`config.mk`:
```
export PLATFORM = sky130hd
export DESIGN_NAME = addsub_seq_unit
export DESIGN_NICKNAME = d
export VERILOG_FILES = /design/src/rtl/addsub_seq_unit.sv
export SDC_FILE = /design/constraint.sdc
export NUM_CORES = 1
export LEC_CHECK = 0
export BUFFER_PORTS_ARGS = -buffer_cell sky130_fd_sc_hd__buf_2
export CAP_MARGIN = 10
export CORE_MARGIN = 2
export CORE_UTILIZATION = 43
export CTS_CLUSTER_DIAMETER = 40
export DETAILED_ROUTE_END_ITERATION = 16
export SLEW_MARGIN = 20
export SYNTH_ARGS = -nofsm -noshare
export SYNTH_HDL_FRONTEND = slang
export SYNTH_SLANG_ARGS = --single-unit
```
`constraint.sdc`:
```
create_clock -name clk -period 4.26 [get_ports clk]
set_input_delay 0.852 -clock clk [delete_from_list [all_inputs] [get_ports clk]]
set_output_delay 0.852 -clock clk [all_outputs]
set_load 0.005 [all_outputs]
```
`src/rtl/addsub_seq_unit.sv`:
```
// addsub_seq_unit: multi-cycle chunked add/subtract with valid/ready handshake and accumulate mode.
// Optional build macro SATURATE_EN clamps s to the signed range when the operation overflows.
module addsub_seq_unit #(
  parameter int WIDTH = 13,
  parameter int CHUNK = 4
) (
  input  logic             clk,
  input  logic             rst_n,
  input  logic             in_valid,
  output logic             in_ready,
  input  logic [WIDTH-1:0] x,
  input  logic [WIDTH-1:0] y,
  input  logic             sub,
  input  logic             acc_mode,
  output logic             out_valid,
  input  logic             out_ready,
  output logic [WIDTH-1:0] s,
  output logic             overflow,
  output logic             carry_out
);
  localparam int NCHUNK = (WIDTH + CHUNK - 1) / CHUNK;
  localparam int IW = NCHUNK > 1 ? $clog2(NCHUNK) : 1;
  typedef enum logic [1:0] {IDLE, RUN, DONE} state_e;
  state_e state_q, state_d;
  logic [WIDTH-1:0] a_q, a_d, b_q, b_d, w_q, w_d, s_q, s_d, w_n, sat;
  logic [IW-1:0] idx_q, idx_d;
  logic cy_q, cy_d, ov_q, ov_d, co_q, co_d, cy_n, ov_n, last;
  logic [CHUNK-1:0] ac, bc;
  logic [CHUNK:0] csum, cs_sh, cm_sh;
  int lo, len;
  // Chunk datapath: len clips the final partial chunk, so its carry sits at bit len.
  always_comb begin
    lo = int'(idx_q) * CHUNK;
    len = (WIDTH - lo > CHUNK) ? CHUNK : WIDTH - lo;
    ac = CHUNK'(a_q >> lo);
    bc = CHUNK'(b_q >> lo);
    csum = {1'b0, ac} + {1'b0, bc} + {{CHUNK{1'b0}}, cy_q};
    cs_sh = csum >> len;
    cy_n = cs_sh[0];
    cm_sh = (csum ^ {1'b0, ac} ^ {1'b0, bc}) >> (len - 1);
    ov_n = cm_sh[0] ^ cy_n;
    w_n = w_q | (WIDTH'(csum[CHUNK-1:0]) << lo);
    last = idx_q == IW'(NCHUNK - 1);
`ifdef SATURATE_EN
    sat = ov_n ? (a_q[WIDTH-1] ? {1'b1, {(WIDTH-1){1'b0}}} : {1'b0, {(WIDTH-1){1'b1}}}) : w_n;
`else
    sat = w_n;
`endif
  end
  always_comb begin
    state_d = state_q;
    a_d = a_q;
    b_d = b_q;
    w_d = w_q;
    idx_d = idx_q;
    cy_d = cy_q;
    s_d = s_q;
    ov_d = ov_q;
    co_d = co_q;
    if (state_q == IDLE && in_valid) begin
      state_d = RUN;
      a_d = acc_mode ? s_q : x;
      b_d = y ^ {WIDTH{sub}};
      cy_d = sub;
      idx_d = '0;
      w_d = '0;
    end else if (state_q == RUN) begin
      w_d = w_n;
      cy_d = cy_n;
      idx_d = idx_q + IW'(1);
      if (last) begin
        state_d = DONE;
        s_d = sat;
        ov_d = ov_n;
        co_d = cy_n;
      end
    end else if (state_q == DONE && out_ready) begin
      state_d = IDLE;
    end
  end
  always_ff @(posedge clk) begin
    if (!rst_n) begin
      state_q <= IDLE;
      a_q <= '0;
      b_q <= '0;
      w_q <= '0;
      idx_q <= '0;
      cy_q <= 1'b0;
      s_q <= '0;
      ov_q <= 1'b0;
      co_q <= 1'b0;
    end else begin
      state_q <= state_d;
      a_q <= a_d;
      b_q <= b_d;
      w_q <= w_d;
      idx_q <= idx_d;
      cy_q <= cy_d;
      s_q <= s_d;
      ov_q <= ov_d;
      co_q <= co_d;
    end
  end
  assign in_ready = state_q == IDLE;
  assign out_valid = state_q == DONE;
  assign s = s_q;
  assign overflow = ov_q;
  assign carry_out = co_q;
endmodule

```
==> qor_table.md <==
| Parameter | This run | Unit |
| --- | --- | --- |
| Status | complete, no violations | - |
| Hold Worst Slack | 0.470 | ns |
| Clock tree from TritonCTS | built | - |
| Fraction of power consumed by sequential logic | 0.421 | - |
| DIE AREA | 7030 | um^2 |
| Max-slew violation count | 0 | - |
| All-layer global routing usage | 0.178 | - |
| Number of DRC markers in iteration 0 | 104 | - |
| Worst Skew | 0.00621 | ns |
| Net Sw Frac | 0.241 | - |
| Area used by sequential logic in the layout | 1180 | um^2 |
| Hold path startpoint | carry_out | - |
| Global placer's final weighted congestion | 0.781 | - |
| End point of the critical path | overflow | - |
| Worst r2r dst | overflow | - |
| Cell area after synthesis | 2740 | um^2 |
| Core footprint | 6240 | um^2 |
| Data required time at the worst endpoint | 4.50 | ns |
| CP endpoint kind | flip-flop | - |
| Worst Tran Pin Value | 0.867 | ns |
| Post-Syn Nets | 336 | - |
| Final-report hold violation count | 0 | - |
| Clk_lat worst skew | 0.34 | ns |
| Buffers on Ports | 48 | - |
| Clk pwr share | 0.438 | - |
| Post-CTS setup-driven buffer insertion count | 0 | - |
| Die Width | 83.9 | um |
| Cell internal pwr | 1070 | uW |
| Worst-case headroom to the max-slew limit | 0.422 | - |
| Post-Synthesis Mean Instance Area | 9.20 | um^2 |
| Clock buffers created by TritonCTS | 9 | - |
| Largest voltage drop on the vdd net | 293 | uV |
| Worst-path clk slew | 0.06 | ns |
| Initial antenna violation count | 0 | - |
| Count of different cell masters after synthesis | 28 | - |
| Root Buffer Master | sky130_fd_sc_hd__clkbuf_8 | - |
| Number of buffers between clock root and the deepest sink | 2 | - |
| Number of filler instances in the final layout | 623 | - |
| Setup slack of the worst register-to-register path | 1.37 | ns |
| Critical Path Fanout Max | 9 | - |
| Sequential cell area fraction in the yosys report | 0.431 | - |
| I/O Pins | 49 | - |
| Area growth from synthesis to final layout | 18.1 | % |
| Lkg Pwr | 0.00158 | uW |
| Pin count of the biggest net entering global routing | 55 | - |
| Arr. time, crit path | 3.13 | ns |
| Setup Crit Path Kind | flip-flop to flip-flop | - |
| Overflow left after global routing | 0 | - |
| Number of instances in the synthesized netlist | 298 | - |
| Remaining DRCs | 0 | - |
| Sinks on the clock net | 59 | - |
| Minimum period implied by the final worst setup slack | 2.89 | ns |
| Sum Neg Setup Slack | 0 | ns |
| Total area of multi-input combinational cells | 1460 | um^2 |
| P_sw | 341 | uW |
| Std cell rows | 29 | - |
| Number of levels the H-tree was split into | 3 | - |
| Share of final-layout standard cells stronger than drive strength 1 | 0.201 | - |
| Resized cells post-CTS | 0 | - |
| Setup repair after global routing missed its margin | false | - |
| Final ANT Viol Nets | 0 | - |
| FF-to-FF Start | idx_q[0] | - |
| Final Setup Violations | 0 | - |
| Detailed-router iteration count before antenna repair | 4 | - |
| Worst Setup Start Kind | flip-flop | - |
| Detailed-placement wirelength estimate | 4.11 | mm |
| Final worst path period share | 0.679 | - |
| Kind of path behind the tightest hold check | flip-flop to flip-flop | - |
| Vias in the first global route | 1966 | - |
| Quantity of hold-fixing buffers added after cts | 0 | - |
| Number of warnings printed during yosys synthesis | 0 | - |
| Total number of vias | 2202 | - |
| Timing startpoint of the critical path | idx_q[0] | - |
| # nets final | 372 | - |
| Initial Utilization | 0.439 | - |
| Wire length of the first global-routing pass | 9.87 | mm |
| Highest clock rate | 346 | MHz |
| R2R depth | 7 | - |
| Overall routed net length | 5.90 | mm |
| Average wire per cell in the routed design | 14.2 | um |
| PwrDens | 437 | nW/um^2 |
| Combinational fraction of design power | 0.141 | - |
| Antenna diode count | 0 | - |
| Die height | 83.9 | um |
| Count of state elements after synthesis | 59 | - |
| Via count normalized by instance count | 5.29 | - |
| Max-capacitance violation count | 0 | - |
==> worst max-delay path: stages (launching register included) <==
cell and delay, ns:
sky130_fd_sc_hd__dfxtp_1 0.53, sky130_fd_sc_hd__mux4_2 0.60, sky130_fd_sc_hd__fa_1 0.45, sky130_fd_sc_hd__fa_1 0.41, sky130_fd_sc_hd__a21o_1 0.19, sky130_fd_sc_hd__a21oi_1 0.22
sky130_fd_sc_hd__mux2i_1 0.14, sky130_fd_sc_hd__o311ai_1 0.26
==> power by group through the flow <==
| stage | logic (uW) | registers [uW] | clock network [uW] |
|---|---|---|---|
| floorplan | 156 | 602 | 0 |
| global placement | 198 | 608 | 0 |
| detailed placement | 199 | 609 | 0 |
| CTS | 200 | 596 | 631 |
| global route | 223 | 600 | 662 |
| finish | 199 | 596 | 619 |
==> how the worst min path moves through the flow <==
stage / endpoint / slack (ns) / cells after the start
detailed placement: w_q[8] / 0.46 / 2
global route: carry_out / 0.49 / 2
floorplan: w_q[0] / 0.44 / 2
finish: carry_out / 0.47 / 2
CTS: w_q[8] / 0.47 / 2
global placement: w_q[4] / 0.45 / 2
==> logic make-up (layout without fill, tap and decap cells) <==
| family | after synthesis | count (layout) | share of synthesized area |
|---|---|---|---|
| compound gates | 96 | 96 | 0.235 |
| simple gates | 71 | 71 | 0.111 |
| flops | 59 | 59 | 0.431 |
| buf+inv | 26 | 67 | 0.0383 |
| mux | 23 | 23 | 0.0931 |
| xor+xnor | 17 | 17 | 0.0593 |
| fa+ha+maj | 6 | 6 | 0.0328 |
==> area by class of cell <==
class                      count  area share
multi-input combinational    213       0.450
sequential                    59       0.365
timing repair buffer          51      0.0811
clock buffer                  11      0.0437
clock inverter                 5      0.0309
tap                           77      0.0298
==> metrics by stage <==
stage          setup WS, ns  instances   util  instance area, um^2  total power, uW
6_report               1.37        416  0.519                 3240             1410
5_1_grt                1.14        416  0.519                 3240             1480
4_1_cts                1.36        416  0.519                 3240             1430
3_5_place_dp           1.38        400  0.480                 3000              808
3_3_place_gp           1.42        400  0.480                 3000              807
2_1_floorplan          1.63        298      -                 2740              758
==> placed cells by master (no fill, tap or decap), types with 4 or more instances in the layout <==
cell / instances
sky130_fd_sc_hd__a21oi_1: 40
sky130_fd_sc_hd__ha_1: 4
sky130_fd_sc_hd__clkbuf_8: 10
sky130_fd_sc_hd__o21ai_0: 14
sky130_fd_sc_hd__xnor2_1: 15
sky130_fd_sc_hd__buf_2: 48
sky130_fd_sc_hd__nor2b_1: 6
sky130_fd_sc_hd__o22ai_1: 6
sky130_fd_sc_hd__and2_1: 5
sky130_fd_sc_hd__nand2_1: 37
sky130_fd_sc_hd__dfxtp_1: 59
sky130_fd_sc_hd__mux2i_1: 21
sky130_fd_sc_hd__o211a_1: 26
sky130_fd_sc_hd__nor2_1: 17
sky130_fd_sc_hd__nand3_1: 4
==> state kept, by name, indices dropped and copies added, names as in the netlist <==
signal and flops:
cy_q 1, carry_out 1, a_q 13, s 13, overflow 1, idx_q 2
b_q 13, w_q 13, state_q 2
==> metal layers <==
metal | track usage | wire length [um] | vias to the layer above | share of wire
li1 | - | - | 1128 | -
met1 | 0.252 | 3000 | 1024 | 0.51
met3 | 0.0603 | 250 | 8 | 0.042
met2 | 0.257 | 2590 | 42 | 0.44
met5 | 0 | 0 | - | 0
met4 | 0.0572 | 60 | 0 | 0.010
==> synth_stat cells <==
library cell	n	area share
sky130_fd_sc_hd__dfxtp_1	59	0.43
sky130_fd_sc_hd__a21oi_1	40	0.073
sky130_fd_sc_hd__nand2_1	37	0.051
sky130_fd_sc_hd__o211a_1	26	0.095
sky130_fd_sc_hd__mux2i_1	21	0.077
sky130_fd_sc_hd__clkbuf_1	18	0.025
sky130_fd_sc_hd__nor2_1	17	0.023
sky130_fd_sc_hd__xnor2_1	15	0.048
sky130_fd_sc_hd__o21ai_0	14	0.026
sky130_fd_sc_hd__buf_2	6	0.011
sky130_fd_sc_hd__nor2b_1	6	0.014
sky130_fd_sc_hd__o22ai_1	6	0.014
sky130_fd_sc_hd__and2_1	5	0.011
sky130_fd_sc_hd__ha_1	4	0.018
sky130_fd_sc_hd__nand3_1	4	0.0073
sky130_fd_sc_hd__a21boi_0	3	0.0082
sky130_fd_sc_hd__a21o_1	2	0.0055
sky130_fd_sc_hd__buf_1	2	0.0027
sky130_fd_sc_hd__fa_1	2	0.015
sky130_fd_sc_hd__mux4_2	2	0.016
sky130_fd_sc_hd__o211ai_1	2	0.0055
sky130_fd_sc_hd__a31oi_1	1	0.0023
sky130_fd_sc_hd__a41oi_1	1	0.0032
sky130_fd_sc_hd__nand2b_1	1	0.0023
sky130_fd_sc_hd__nand4_1	1	0.0023
sky130_fd_sc_hd__o311ai_1	1	0.0032
sky130_fd_sc_hd__xnor3_1	1	0.0082
sky130_fd_sc_hd__xor2_1	1	0.0032
Note: power is estimated with default switching activity, not from simulation.
